[config.mk]
export PLATFORM = sky130hd
export DESIGN_NAME = sonar_uc_flat
export DESIGN_NICKNAME = d
export VERILOG_FILES = /design/src/rtl/sonar_uc_if.sv /design/src/rtl/sonar_uc.sv /design/src/flat_wrapper.sv
export SDC_FILE = /design/constraint.sdc
export NUM_CORES = 1
export LEC_CHECK = 0
export BUFFER_PORTS_ARGS = -buffer_cell sky130_fd_sc_hd__buf_2
export CAP_MARGIN = 10
export CORE_UTILIZATION = 35
export DETAILED_ROUTE_END_ITERATION = 7
export GPL_TIMING_DRIVEN = 0
export SYNTH_ARGS = -nofsm -noshare
export SYNTH_HDL_FRONTEND = slang
export SYNTH_SLANG_ARGS = --single-unit
[constraint.sdc]
create_clock -name clock -period 2.2 [get_ports clock]
set_clock_uncertainty 0.1 [all_clocks]
set_input_delay 0.44 -clock clock [delete_from_list [all_inputs] [get_ports clock]]
set_output_delay 0.44 -clock clock [all_outputs]
set_load 0.03 [all_outputs]
[src/rtl/sonar_uc_if.sv]
// Handshake bundle between the sonar control unit and its datapath.
// master = control unit (drives strobes), slave = datapath side.
interface sonar_uc_if;
  logic       ligar;
  logic       fim_distancia;
  logic       fim_transmissao;
  logic       fim_contador_serial;
  logic       fim_contador_intervalo;
  logic       zera;
  logic       zera_pwm;
  logic       reset_updown;
  logic       conta_updown;
  logic       conta_intervalo;
  logic       medir;
  logic       transmitir;
  logic       conta_serial;
  logic       pronto;
  logic       erro_timeout;
  logic [3:0] db_estado;

  modport master (
    input  ligar, fim_distancia, fim_transmissao, fim_contador_serial,
           fim_contador_intervalo,
    output zera, zera_pwm, reset_updown, conta_updown, conta_intervalo,
           medir, transmitir, conta_serial, pronto, erro_timeout, db_estado
  );

  modport slave (
    output ligar, fim_distancia, fim_transmissao, fim_contador_serial,
           fim_contador_intervalo,
    input  zera, zera_pwm, reset_updown, conta_updown, conta_intervalo,
           medir, transmitir, conta_serial, pronto, erro_timeout, db_estado
  );
endinterface

[src/rtl/sonar_uc.sv]
// Sonar control unit: per sweep position waits the interval, measures with a
// watchdog, sends the 8-character frame and steps the servo.
module sonar_uc #(
  parameter int TIMEOUT = 1_500_000,
  parameter int TW      = 21
) (
  input logic       clock,
  input logic       reset,
  sonar_uc_if.master bus
);

  typedef enum logic [3:0] {
    INICIAL        = 4'd0,
    PREPARA        = 4'd1,
    ESPERA         = 4'd2,
    MEDE           = 4'd3,
    AGUARDA_MEDIDA = 4'd4,
    TRANSMITE      = 4'd5,
    AGUARDA_TX     = 4'd6,
    PROX_CHAR      = 4'd7,
    PROX_POS       = 4'd8,
    ERRO           = 4'd9
  } state_t;

  typedef struct packed {
    logic zera;
    logic zera_pwm;
    logic reset_updown;
    logic conta_updown;
    logic conta_intervalo;
    logic medir;
    logic transmitir;
    logic conta_serial;
    logic pronto;
  } strobes_t;

  state_t          state;
  state_t          state_nxt;
  strobes_t        strobes_q;
  logic            erro_q;
  logic [TW-1:0]   timeout_cnt;
  logic            timeout_hit;

  function automatic state_t next_state(
    input state_t s,
    input logic   ligar,
    input logic   fim_distancia,
    input logic   fim_transmissao,
    input logic   fim_contador_serial,
    input logic   fim_contador_intervalo,
    input logic   hit
  );
    next_state = INICIAL;
    case (s)
      INICIAL:        next_state = ligar ? PREPARA : INICIAL;
      PREPARA:        next_state = ESPERA;
      ESPERA:         next_state = fim_contador_intervalo ? MEDE : ESPERA;
      MEDE:           next_state = AGUARDA_MEDIDA;
      // A measurement landing on the last watchdog cycle still wins.
      AGUARDA_MEDIDA: next_state = fim_distancia ? TRANSMITE :
                                   (hit ? ERRO : AGUARDA_MEDIDA);
      TRANSMITE:      next_state = AGUARDA_TX;
      AGUARDA_TX:     next_state = fim_transmissao ? PROX_CHAR : AGUARDA_TX;
      PROX_CHAR:      next_state = fim_contador_serial ? PROX_POS : TRANSMITE;
      PROX_POS:       next_state = ligar ? ESPERA : INICIAL;
      ERRO:           next_state = PROX_POS;
      default:        next_state = INICIAL;
    endcase
  endfunction

  function automatic strobes_t decode(input state_t s);
    decode = '0;
    case (s)
      PREPARA: begin
        decode.zera         = 1'b1;
        decode.zera_pwm     = 1'b1;
        decode.reset_updown = 1'b1;
      end
      ESPERA:    decode.conta_intervalo = 1'b1;
      MEDE:      decode.medir           = 1'b1;
      TRANSMITE: decode.transmitir      = 1'b1;
      PROX_CHAR: decode.conta_serial    = 1'b1;
      PROX_POS: begin
        decode.conta_updown = 1'b1;
        decode.pronto       = 1'b1;
      end
      AGUARDA_MEDIDA, AGUARDA_TX, ERRO: decode = '0;
      default: begin
        decode.zera     = 1'b1;
        decode.zera_pwm = 1'b1;
      end
    endcase
  endfunction

  assign timeout_hit = (timeout_cnt == TW'(TIMEOUT - 1));

  assign state_nxt = next_state(state, bus.ligar, bus.fim_distancia,
                                bus.fim_transmissao, bus.fim_contador_serial,
                                bus.fim_contador_intervalo, timeout_hit);

  // Strobes are registered from the next state so they line up exactly with
  // the state register, keeping every output free of input-to-output paths.
  always_ff @(posedge clock) begin
    if (!reset) begin
      state       <= INICIAL;
      strobes_q   <= decode(INICIAL);
      erro_q      <= 1'b0;
      timeout_cnt <= '0;
    end else begin
      state     <= state_nxt;
      strobes_q <= decode(state_nxt);
      if (state_nxt == ERRO)
        erro_q <= 1'b1;
      else if (state_nxt == PREPARA)
        erro_q <= 1'b0;
      if (state == MEDE)
        timeout_cnt <= '0;
      else if (state == AGUARDA_MEDIDA)
        timeout_cnt <= timeout_cnt + TW'(1);
    end
  end

  assign bus.zera            = strobes_q.zera;
  assign bus.zera_pwm        = strobes_q.zera_pwm;
  assign bus.reset_updown    = strobes_q.reset_updown;
  assign bus.conta_updown    = strobes_q.conta_updown;
  assign bus.conta_intervalo = strobes_q.conta_intervalo;
  assign bus.medir           = strobes_q.medir;
  assign bus.transmitir      = strobes_q.transmitir;
  assign bus.conta_serial    = strobes_q.conta_serial;
  assign bus.pronto          = strobes_q.pronto;
  assign bus.erro_timeout    = erro_q;
  assign bus.db_estado       = state;

endmodule

[src/flat_wrapper.sv]
// flat-port wrapper written by rule: the top's interface ports become plain ports
module sonar_uc_flat 
#(
  parameter int TIMEOUT = 1_500_000,
  parameter int TW      = 21
)
  (clock, reset, bus_ligar, bus_fim_distancia, bus_fim_transmissao, bus_fim_contador_serial, bus_fim_contador_intervalo, bus_zera, bus_zera_pwm, bus_reset_updown, bus_conta_updown, bus_conta_intervalo, bus_medir, bus_transmitir, bus_conta_serial, bus_pronto, bus_erro_timeout, bus_db_estado);
  sonar_uc_if bus_i ();
  input logic clock;
  input logic reset;
  input wire logic [$bits(bus_i.ligar)-1:0] bus_ligar;
  input wire logic [$bits(bus_i.fim_distancia)-1:0] bus_fim_distancia;
  input wire logic [$bits(bus_i.fim_transmissao)-1:0] bus_fim_transmissao;
  input wire logic [$bits(bus_i.fim_contador_serial)-1:0] bus_fim_contador_serial;
  input wire logic [$bits(bus_i.fim_contador_intervalo)-1:0] bus_fim_contador_intervalo;
  output wire logic [$bits(bus_i.zera)-1:0] bus_zera;
  output wire logic [$bits(bus_i.zera_pwm)-1:0] bus_zera_pwm;
  output wire logic [$bits(bus_i.reset_updown)-1:0] bus_reset_updown;
  output wire logic [$bits(bus_i.conta_updown)-1:0] bus_conta_updown;
  output wire logic [$bits(bus_i.conta_intervalo)-1:0] bus_conta_intervalo;
  output wire logic [$bits(bus_i.medir)-1:0] bus_medir;
  output wire logic [$bits(bus_i.transmitir)-1:0] bus_transmitir;
  output wire logic [$bits(bus_i.conta_serial)-1:0] bus_conta_serial;
  output wire logic [$bits(bus_i.pronto)-1:0] bus_pronto;
  output wire logic [$bits(bus_i.erro_timeout)-1:0] bus_erro_timeout;
  output wire logic [$bits(bus_i.db_estado)-1:0] bus_db_estado;
  assign bus_i.ligar = bus_ligar;
  assign bus_i.fim_distancia = bus_fim_distancia;
  assign bus_i.fim_transmissao = bus_fim_transmissao;
  assign bus_i.fim_contador_serial = bus_fim_contador_serial;
  assign bus_i.fim_contador_intervalo = bus_fim_contador_intervalo;
  assign bus_zera = bus_i.zera;
  assign bus_zera_pwm = bus_i.zera_pwm;
  assign bus_reset_updown = bus_i.reset_updown;
  assign bus_conta_updown = bus_i.conta_updown;
  assign bus_conta_intervalo = bus_i.conta_intervalo;
  assign bus_medir = bus_i.medir;
  assign bus_transmitir = bus_i.transmitir;
  assign bus_conta_serial = bus_i.conta_serial;
  assign bus_pronto = bus_i.pronto;
  assign bus_erro_timeout = bus_i.erro_timeout;
  assign bus_db_estado = bus_i.db_estado;
  sonar_uc #(.TIMEOUT(TIMEOUT), .TW(TW)) u_core (.clock(clock), .reset(reset), .bus(bus_i));
endmodule
### After elaboration in Yosys (flattened, before gate mapping)

Index checks and enable logic that the tools add are counted.

| operators by class | value |
|---|---|
| add/subtract/negate cells | 1 |
| eq/ne operators | 19 |
| mux-type cells | 17 |
| bitwise logic cells | 1 |
| reduce and logical (&&, ||, !) cells | 4 |

Operators by type and width:

| cell | count |
|---|---|
| 4-bit one-hot mux with 10 select lines | 1 |
| 4-bit by 3-bit == test with 1-bit output, second input constant | 8 |
| 21-bit by 1-bit adder with 21-bit output, second input constant | 1 |
| 21-bit == test, second input constant | 1 |
| 4-bit by 2-bit == test with 1-bit output, second input constant | 4 |
| 4-bit == test, second input constant | 4 |
| 4-bit 2-to-1 mux | 3 |
| 1-bit 2-to-1 mux | 11 |
| 4-bit by 1-bit == test with 1-bit output, second input constant | 2 |
| 8-bit OR reduction | 1 |
| 4-bit zero test | 1 |
| 2-bit 2-to-1 mux | 2 |
| 2-bit nonzero test | 1 |
| 2-bit OR reduction | 1 |
| 1-bit inverter | 1 |

| storage, ports and cells | value |
|---|---|
| bits in registers | 34 |
| logic and storage cells | 53 |

### Logic depth before layout (Yosys ltp)

Gate-level depths: netlist of the first run.

| logic depth | value |
|---|---|
| word-level depth | 7 |
| gate-level depth with buffers | 7 |
| gate-level depth less buffers | 6 |

### Worst setup path after synthesis of the first run

No wires, ideal clock.

| path | value |
|---|---|
| path type | register to register |
| start | reg u_core.state[2], in the netlist u_core.bus.db_estado[2] |
| end | reg u_core.timeout_cnt[15] |
| arrival | 1.844 ns |
| required time | 1.975 ns |
| slack | 0.130 ns |
| cell stages (with the launch flop) | 8 |
| buffers on the path | 2 |
| clock period less this slack | 2.070 ns |
| cell sequence | dfxtp_1 buf_2 nor4b_4 nand4_1 buf_4 nor4_2 xnor2_1 nor2_2 |

| on the way | value |
|---|---|
| cells in the longest elaborated chain, start to end | 2 |
| elaborated cells between the ends (all ways) | 3 |
| those cells by class | 2 x eq/ne; 1 x reduce/logical |

Ends and longest elaborated chain:

| what | line | text |
|---|---|---|
| start, declared | sonar_uc.sv:37 | `state_t state;` |
| start signal, assigned | sonar_uc.sv:110 | `state <= state_nxt;` |
| 4-bit by 2-bit == test with 1-bit output | sonar_uc.sv:116 | `if (state == MEDE)` |
| 2-bit OR reduction (no line) | - |  |
| end signal, assigned | sonar_uc.sv:119 | `timeout_cnt <= timeout_cnt + TW'(1);` |
| end, declared | sonar_uc.sv:41 | `logic [TW-1:0] timeout_cnt;` |

Parallel ways exist; a longest one is shown, timed or not.
A chain may end at the register's enable or synchronous reset.

### Worst setup path in the final report of the first run

| path | value |
|---|---|
| start | reg u_core.state[3], in the netlist u_core.bus.db_estado[3] |
| end | reg u_core.timeout_cnt[15] |

The elaborated chain is that of the path after synthesis.

==> summary.md, run 1 <==
| Metric | Value |
|---|---|
| Mux cell area share after synthesis | `1.87%` |
| Netlist Area Pre-Place | `about 1600 um2` |
| Pin count of the biggest net entering global routing | `12` |
| Commonest non-fill, non-tap cells in the layout | `33 x dfxtp_1, 22 x buf_2, 22 x nor2_1, 15 x nand2_1, 13 x xnor2_1` |
| Total Wirelength | `roughly 3300 um` |
| Clock sink total | `33` |
| Clock Latency Late Sink | `between 200 and 300 ps` |
| Actual slew at the worst max-slew pin | `~470 ps` |
| Syn Nets | `about 190` |
| Crit path max-delay cell type | `nor4b_4` |
| Post-synthesis compound-gate area fraction | `7.70%` |
| Final hold violations | `0` |
| Max-cap violations | `0` |
| Root Driver | `clkbuf_8` |
| Die ar. | `between 4000 and 5000 um2` |
| Crit path max-delay family | `simple AND/OR/NAND/NOR gates` |
| Max Buffers Root-to-Sink | `2` |
| Buffers plus inverters on the worst setup path | `2` |
| GRT Util Overall | `14.4%` |
| XOR/XNOR share of the synthesized area | `a little under a tenth` |
| Fin Setup TNS | `0 ps` |
| Max Slew Vio Count | `0` |
| Synth Area in Simple Gates | `about 34%` |
| Dpl cell area | `approximately 1800 um2` |
| Static Leak | `0.708 nW` |
| GR Overflow Total | `0` |
| CP Cell Sequence | `buf_2 -> nor4b_4 -> nand4_1 -> buf_4 -> nor4_2 -> xnor2_1 -> nor2_2` |
| Number of global-route vias before repair | `between 1000 and 1500` |
| Worst Setup End Kind | `register` |
| Inst Count DP | `between 200 and 300` |
| CTS H-tree depth | `2` |
| Chip width | `~70 um` |
| Finished Cell Area | `between 1500 and 2000 um2` |
| Non-filler cells, final | `between 200 and 300` |
| Synth-to-Final Area Change | `15.8%` |
| Post-layout nets | `between 200 and 250` |
| Fin crit share | `between 90% and 100%` |
| Initial antenna violation count | `0` |
| Seq cells post-synth | `33` |
| CTS tree | `done` |
| Detailed placer's ending HPWL | `around 2300 um` |
| DRC viols | `0` |
| Worst EP required | `approximately 2300 ps` |
| Gate Count Post-Synth | `~180` |
| Async SR Flop Fraction | `0%` |
| Worst setup path category | `register to register` |
| VDD IR max | `~0.36 mV` |
| N_diodes | `0` |
| EDFF count, synth | `0` |
| Synth unique cells | `39` |
| Number of port buffers | `20` |
| Synth Area in Adders | `less than 1%` |
| HP Class | `input pin to register` |
| Post-route ant nets | `0` |
| Reg2Reg Launch Point | `u_core.bus.db_estado[3]` |
| Yosys warns | `0` |
| Headroom to the max-slew limit | `about two thirds` |
| Register area share after synthesis | `between 40% and 50%` |
| Startpoint Class | `register` |
| Top_reg_cell synth | `dfxtp_1` |
| Share of layout cells above drive strength 1 | `a little over a fifth` |
| Largest fanout on the critical path | `10` |
| Max Fclk | `~0.5 GHz` |
| PwrDens | `about 650 nW/um2` |
| Outcome | `completed` |
| Initial DRT Pass Iterations | `4` |
| GP Congestion | `0.778` |
| I/O pin count | `21` |
| Slowest cell delay on critical path | `440 ps` |
| CTS clk-pin slew, worst paths | `approximately 70 ps` |
| RSZ-0062 raised after global routing | `no` |
| Mapped Avg Cell Area | `~9 um2` |
| Iter 0 DRT Violations | `69` |
| Initial Util | `36.7%` |
| Fin crit period | `2050 ps` |
| Vias | `about 1300` |
| Wire per inst | `12.5 um` |
| CTS Buf Count | `5` |
| Hold_sp | `reset` |
| Main combinational cell family by area after synthesis | `simple AND/OR/NAND/NOR gates` |
| Row count | `24` |
| Via density | `5.05` |
| Commonest non-fill, non-tap cell in the layout | `dfxtp_1` |
| Die height | `between 60 and 70 um` |
| First-pass GRT wire length | `5570 um` |
| Final setup violating endpoints | `0` |
| CP arrival | `2130 ps` |
| Fillcell total | `around 450` |
| CP Launch Point | `u_core.bus.db_estado[3]` |
| CORE AREA | `~4400 um2` |
-- cell type report --
cell class              count  area (um2)  area share (%)
plain buffers              11        65.1            3.49
clock buffers               5        68.8            3.70
clock inverters             3        17.5           0.941
inverters                   8        30.0            1.61
multi-input cells         132         855            45.9
flip-flops and latches     33         661            35.5
well taps                  52        65.1            3.49
repair buffers             20         100            5.38
-- synth_stat cells, drive strengths merged (2+ instances only) --
| library cell | count | area, um2 |
|---|---|---|
| xnor2 | 13 | 114 |
| xor2 | 4 | 35.0 |
| o31ai | 3 | 22.5 |
| nor3b | 3 | 22.5 |
| nor2 | 23 | 88.8 |
| nor4b | 2 | 38.8 |
| dfxtp | 33 | 661 |
| nor3 | 6 | 30.0 |
| or3 | 5 | 31.3 |
| clkbuf | 5 | 18.8 |
| inv | 8 | 30.0 |
| and4b | 3 | 30.0 |
| buf | 6 | 43.8 |
| nand4 | 5 | 31.3 |
| and3 | 2 | 12.5 |
| a21oi | 7 | 35.0 |
| and4 | 2 | 17.5 |
| o21ai | 9 | 45.0 |
| nor2b | 2 | 12.5 |
| mux2i | 3 | 30.0 |
| nand2 | 15 | 56.3 |
| nand3 | 7 | 40.0 |
| nor4 | 9 | 90.1 |
-- stage by stage --
step	setup WS, ps	hold slack [ps]	power [W]	utilization (%)
floorplan	130	354	0.000734	-
global placement	122	345	0.000774	40.4
detailed placement	129	343	0.000773	40.4
CTS	120	279	0.00123	42.4
global route	1.84	279	0.00128	42.5
finish	153	294	0.00121	42.5
-- power by group --
group          total, W  leakage [nW]  internal [W]  switching (W)
registers      0.000619         0.267      0.000612     0.00000784
clock network  0.000455        0.0439      0.000218       0.000237
logic          0.000140         0.397     0.0000466      0.0000933
-- kinds of logic after synthesis --
| kind of cell | after synthesis |
|---|---|
| AND/OR/NAND/NOR | 89 |
| buffers and inverters | 19 |
| XOR/XNOR | 17 |
| flip-flops | 33 |
| multiplexers | 3 |
| AO/OA/AOI/OAI | 22 |
| adder cells (fa/ha/maj) | 1 |
-- worst paths after layout --
check	to	slack (ps)	depth (start not counted)
min	u_core.bus.zera	290	2
min reg2reg	u_core.bus.erro_timeout	360	2
max reg2reg	u_core.timeout_cnt[15]	150	7
max	u_core.timeout_cnt[15]	150	7
-- flip-flops by register name, summed over array words and instances (netlist names) --
signal	flops
u_core.bus.conta_intervalo	1
u_core.bus.conta_serial	1
u_core.bus.conta_updown	1
u_core.bus.db_estado	4
u_core.bus.erro_timeout	1
u_core.bus.medir	1
u_core.bus.reset_updown	1
u_core.bus.transmitir	1
u_core.bus.zera	1
u_core.timeout_cnt	21
-- per-layer routing --
metal  vias up  wire length [um]  global-route usage [%]
li1        694                 -                       -
met1       606              1650                    19.4
met2        28              1440                    21.2
met3         4               174                    5.52
met4         0                30                    4.67
met5         -                 0                       0
-- timing repair --
action                                  4_1_cts  5_1_grt
buffers inserted                              0        0
hold buffers                                  0        0
endpoints found under the setup margin        0       20
resized for setup                             0        4
Power figures use the tool's default switching activity.
==> run 2, diff against run 1 <==
--- a/config.mk
+++ b/config.mk
@@ -5,7 +5,7 @@
 export SDC_FILE = /design/constraint.sdc
 export NUM_CORES = 1
 export LEC_CHECK = 0
-export BUFFER_PORTS_ARGS = -buffer_cell sky130_fd_sc_hd__buf_2
+export BUFFER_PORTS_ARGS = -buffer_cell sky130_fd_sc_hd__clkbuf_2
 export CAP_MARGIN = 10
 export CORE_UTILIZATION = 35
 export DETAILED_ROUTE_END_ITERATION = 7
==> constraint.sdc (replaced) <==
create_clock -name clock -period 1.9 [get_ports clock]
set_clock_uncertainty 0.1 [all_clocks]
set_input_delay 0.38 -clock clock [delete_from_list [all_inputs] [get_ports clock]]
set_output_delay 0.38 -clock clock [all_outputs]
set_load 0.03 [all_outputs]
==> run 2 against run 1 <==
Compared with the run above: worst setup slack worse by 110 ps; die area stayed put; hold slack worse by 47 ps; critical path depth is 1 lower; core utilization is 3.4 points higher; cell count is 1.5% higher; flip-flop and latch count stayed put; fmax is 10% higher.
==> summary.md, run 2 (same netlist as run 1, synthesis figures left out) <==
| Metric | Value |
|---|---|
| DRC viols | `0 (unchanged)` |
| Via density | `5.10 (was 5.05)` |
| CTS Hold Bufs | `0 (unchanged)` |
| Final core utilization | `45.9% (was 42.5%)` |
| CTS clk-pin slew, worst paths | `70 ps (about the same)` |
| Post-route ant nets | `0 (unchanged)` |
| Row count | `24 (unchanged)` |
| GP Congestion | `0.773 (was 0.778)` |
| Max Fclk | `0.538 GHz (was 0.489 GHz)` |
| Crit path max-delay cell type | `dfxtp_1 (was nor4b_4)` |
| Slowest cell delay on critical path | `410 ps (was 440 ps)` |
| CTS Buf Count | `5 (unchanged)` |
| Detailed placer's ending HPWL | `2330 um (was 2340 um)` |
| CP Cell Sequence | `and3_1 -> nand3_4 -> clkbuf_4 -> nor4_1 -> xnor2_1 -> nor2_1 (was buf_2 -> nor4b_4 -> nand4_1 -> buf_4 -> nor4_2 -> xnor2_1 -> nor2_2)` |
| Commonest non-fill, non-tap cells in the layout | `30 x dfxtp_1, 22 x clkbuf_2, 22 x nor2_1, 15 x nand2_1, 13 x xnor2_1 (was 33 x dfxtp_1, 22 x buf_2, 22 x nor2_1, 15 x nand2_1, 13 x xnor2_1)` |
| Wire per inst | `12.7 um (was 12.5 um)` |
| Final setup violating endpoints | `0 (unchanged)` |
| Initial antenna violation count | `0 (unchanged)` |
| Reg area | `669 um2 (was 661 um2)` |
| Outcome | `completed (unchanged)` |
| Dpl cell area | `1810 um2 (was 1770 um2)` |
| Fin crit period | `1860 ps (was 2050 ps)` |
| Hold WS | `247 ps (was 294 ps)` |
| Fin Setup TNS | `0 ps (unchanged)` |
| Total Wirelength | `3400 um (was 3300 um)` |
| HP Class | `input pin to register (unchanged)` |
| Reg2Reg Launch Point | `u_core.timeout_cnt[3] (was u_core.bus.db_estado[3])` |
| Initial Util | `36.7% (unchanged)` |
| Iter 0 DRT Violations | `53 (was 69)` |
| Final worst setup slack | `40.1 ps (was 153 ps)` |
| Startpoint Class | `register (unchanged)` |
| GR Overflow Total | `0 (unchanged)` |
| Static Leak | `0.788 nW (was 0.708 nW)` |
| Headroom to the max-slew limit | `73.4% (was 68.6%)` |
| Die height | `69.8 um (unchanged)` |
| Post-layout nets | `223 (was 219)` |
| Chip width | `69.8 um (unchanged)` |
| Share of layout cells above drive strength 1 | `28.7% (was 21.2%)` |
| Final hold violations | `0 (unchanged)` |
| CTS H-tree depth | `2 (unchanged)` |
| Max Slew Vio Count | `0 (unchanged)` |
| Largest fanout on the critical path | `10 (unchanged)` |
| Worst setup path category | `register to register (unchanged)` |
| Die ar. | `4870 um2 (unchanged)` |
| Worst EP required | `1970 ps (was 2280 ps)` |
| Pin count of the biggest net entering global routing | `12 (unchanged)` |
| Number of global-route vias before repair | `1189 (was 1202)` |
| Worst Setup End Kind | `register (unchanged)` |
| Fin crit share | `97.9% (was 93.0%)` |
| N_diodes | `0 (unchanged)` |
| Max reg flops | `21 (unchanged)` |
| GRT Util Overall | `14.2% (was 14.4%)` |
| CTS tree | `done (unchanged)` |
| Max Buffers Root-to-Sink | `2 (unchanged)` |
| I/O pin count | `21 (unchanged)` |
| Area taken by multi-input logic gates | `941 um2 (was 855 um2)` |
| Commonest non-fill, non-tap cell in the layout | `dfxtp_1 (unchanged)` |
| Actual slew at the worst max-slew pin | `398 ps (was 468 ps)` |
| Hold_sp | `reset (unchanged)` |
| Finished Cell Area | `2010 um2 (was 1860 um2)` |
| Number of port buffers | `20 (unchanged)` |
| RSZ-0062 raised after global routing | `yes (was no)` |
| VDD IR max | `0.552 mV (was 0.363 mV)` |
| CP arrival | `1930 ps (was 2130 ps)` |
| Max-cap violations | `0 (unchanged)` |
| First-pass GRT wire length | `5510 um (was 5570 um)` |
| Clock Latency Late Sink | `270 ps (was 290 ps)` |
| Fillcell total | `439 (was 454)` |
| Setup WS pre-CTS | `-175 ps (was 129 ps)` |
| Synth-to-Final Area Change | `25.1% (was 15.8%)` |
| PwrDens | `692 nW/um2 (was 652 nW/um2)` |
| Vias | `1366 (was 1332)` |
| Clock sink total | `33 (unchanged)` |
| Largest Register | `u_core.timeout_cnt (unchanged)` |
| CORE AREA | `4380 um2 (unchanged)` |
| CP Launch Point | `u_core.timeout_cnt[3] (was u_core.bus.db_estado[3])` |
| Root Driver | `clkbuf_8 (unchanged)` |
| Initial DRT Pass Iterations | `4 (unchanged)` |
[run 2: layer usage]
metal | global-route usage, % | wire length [um] | part of all wire (%) | up-vias
met3 | 3.63 | 106 | 3.1 | 4
met4 | 5.33 | 42 | 1.2 | 0
met2 | 21.9 | 1610 | 47 | 24
met1 | 19.1 | 1640 | 48 | 634
li1 | - | - | - | 704
met5 | 0 | 0 | 0 | -
[run 2: final timing paths]
path,end,slack (ps),depth (start not counted)
max,u_core.timeout_cnt[20],40,6
max reg2reg,u_core.timeout_cnt[20],40,6
min,u_core.bus.zera,250,2
min reg2reg,u_core.bus.erro_timeout,360,2
[run 2: final cells by class]
type	count	share of cell area (%)
multi-input combinational	132	46.8
inverter	8	1.49
buffer	9	3.54
timing repair buffer	26	7.40
tap	52	3.23
sequential	33	33.3
clock buffer	5	3.42
clock inverter	3	0.871
[run 2: timing repair]
| action | CTS | global route |
|---|---|---|
| setup buffers | 1 | 4 |
| endpoints found under the setup margin | 20 | 24 |
| gates resized for setup | 6 | 20 |
| cloned | 0 | 1 |
| hold endpoints to repair | 0 | 0 |
| pin swaps | 1 | 2 |
[run 2: worst max-delay path: cells and delay by family, from the launching register on]
family        cells  cell delay, ps
simple gates      4             830
flops             1             410
buf+inv           1             250
xor+xnor          1             160
[run 2: power breakdown]
part	internal, W	leakage (nW)	total (W)	switching (W)
Clock	0.000253	0.0439	0.000516	0.000263
Combinational	0.0000527	0.476	0.000154	0.000101
Sequential	0.000707	0.269	0.000723	0.0000160
[run 2: per-stage QoR]
stage               power [W]  cells
finish                0.00139    268
CTS                   0.00142    265
detailed placement   0.000894    256
global placement     0.000894    256
global route          0.00146    268
floorplan            0.000848    184
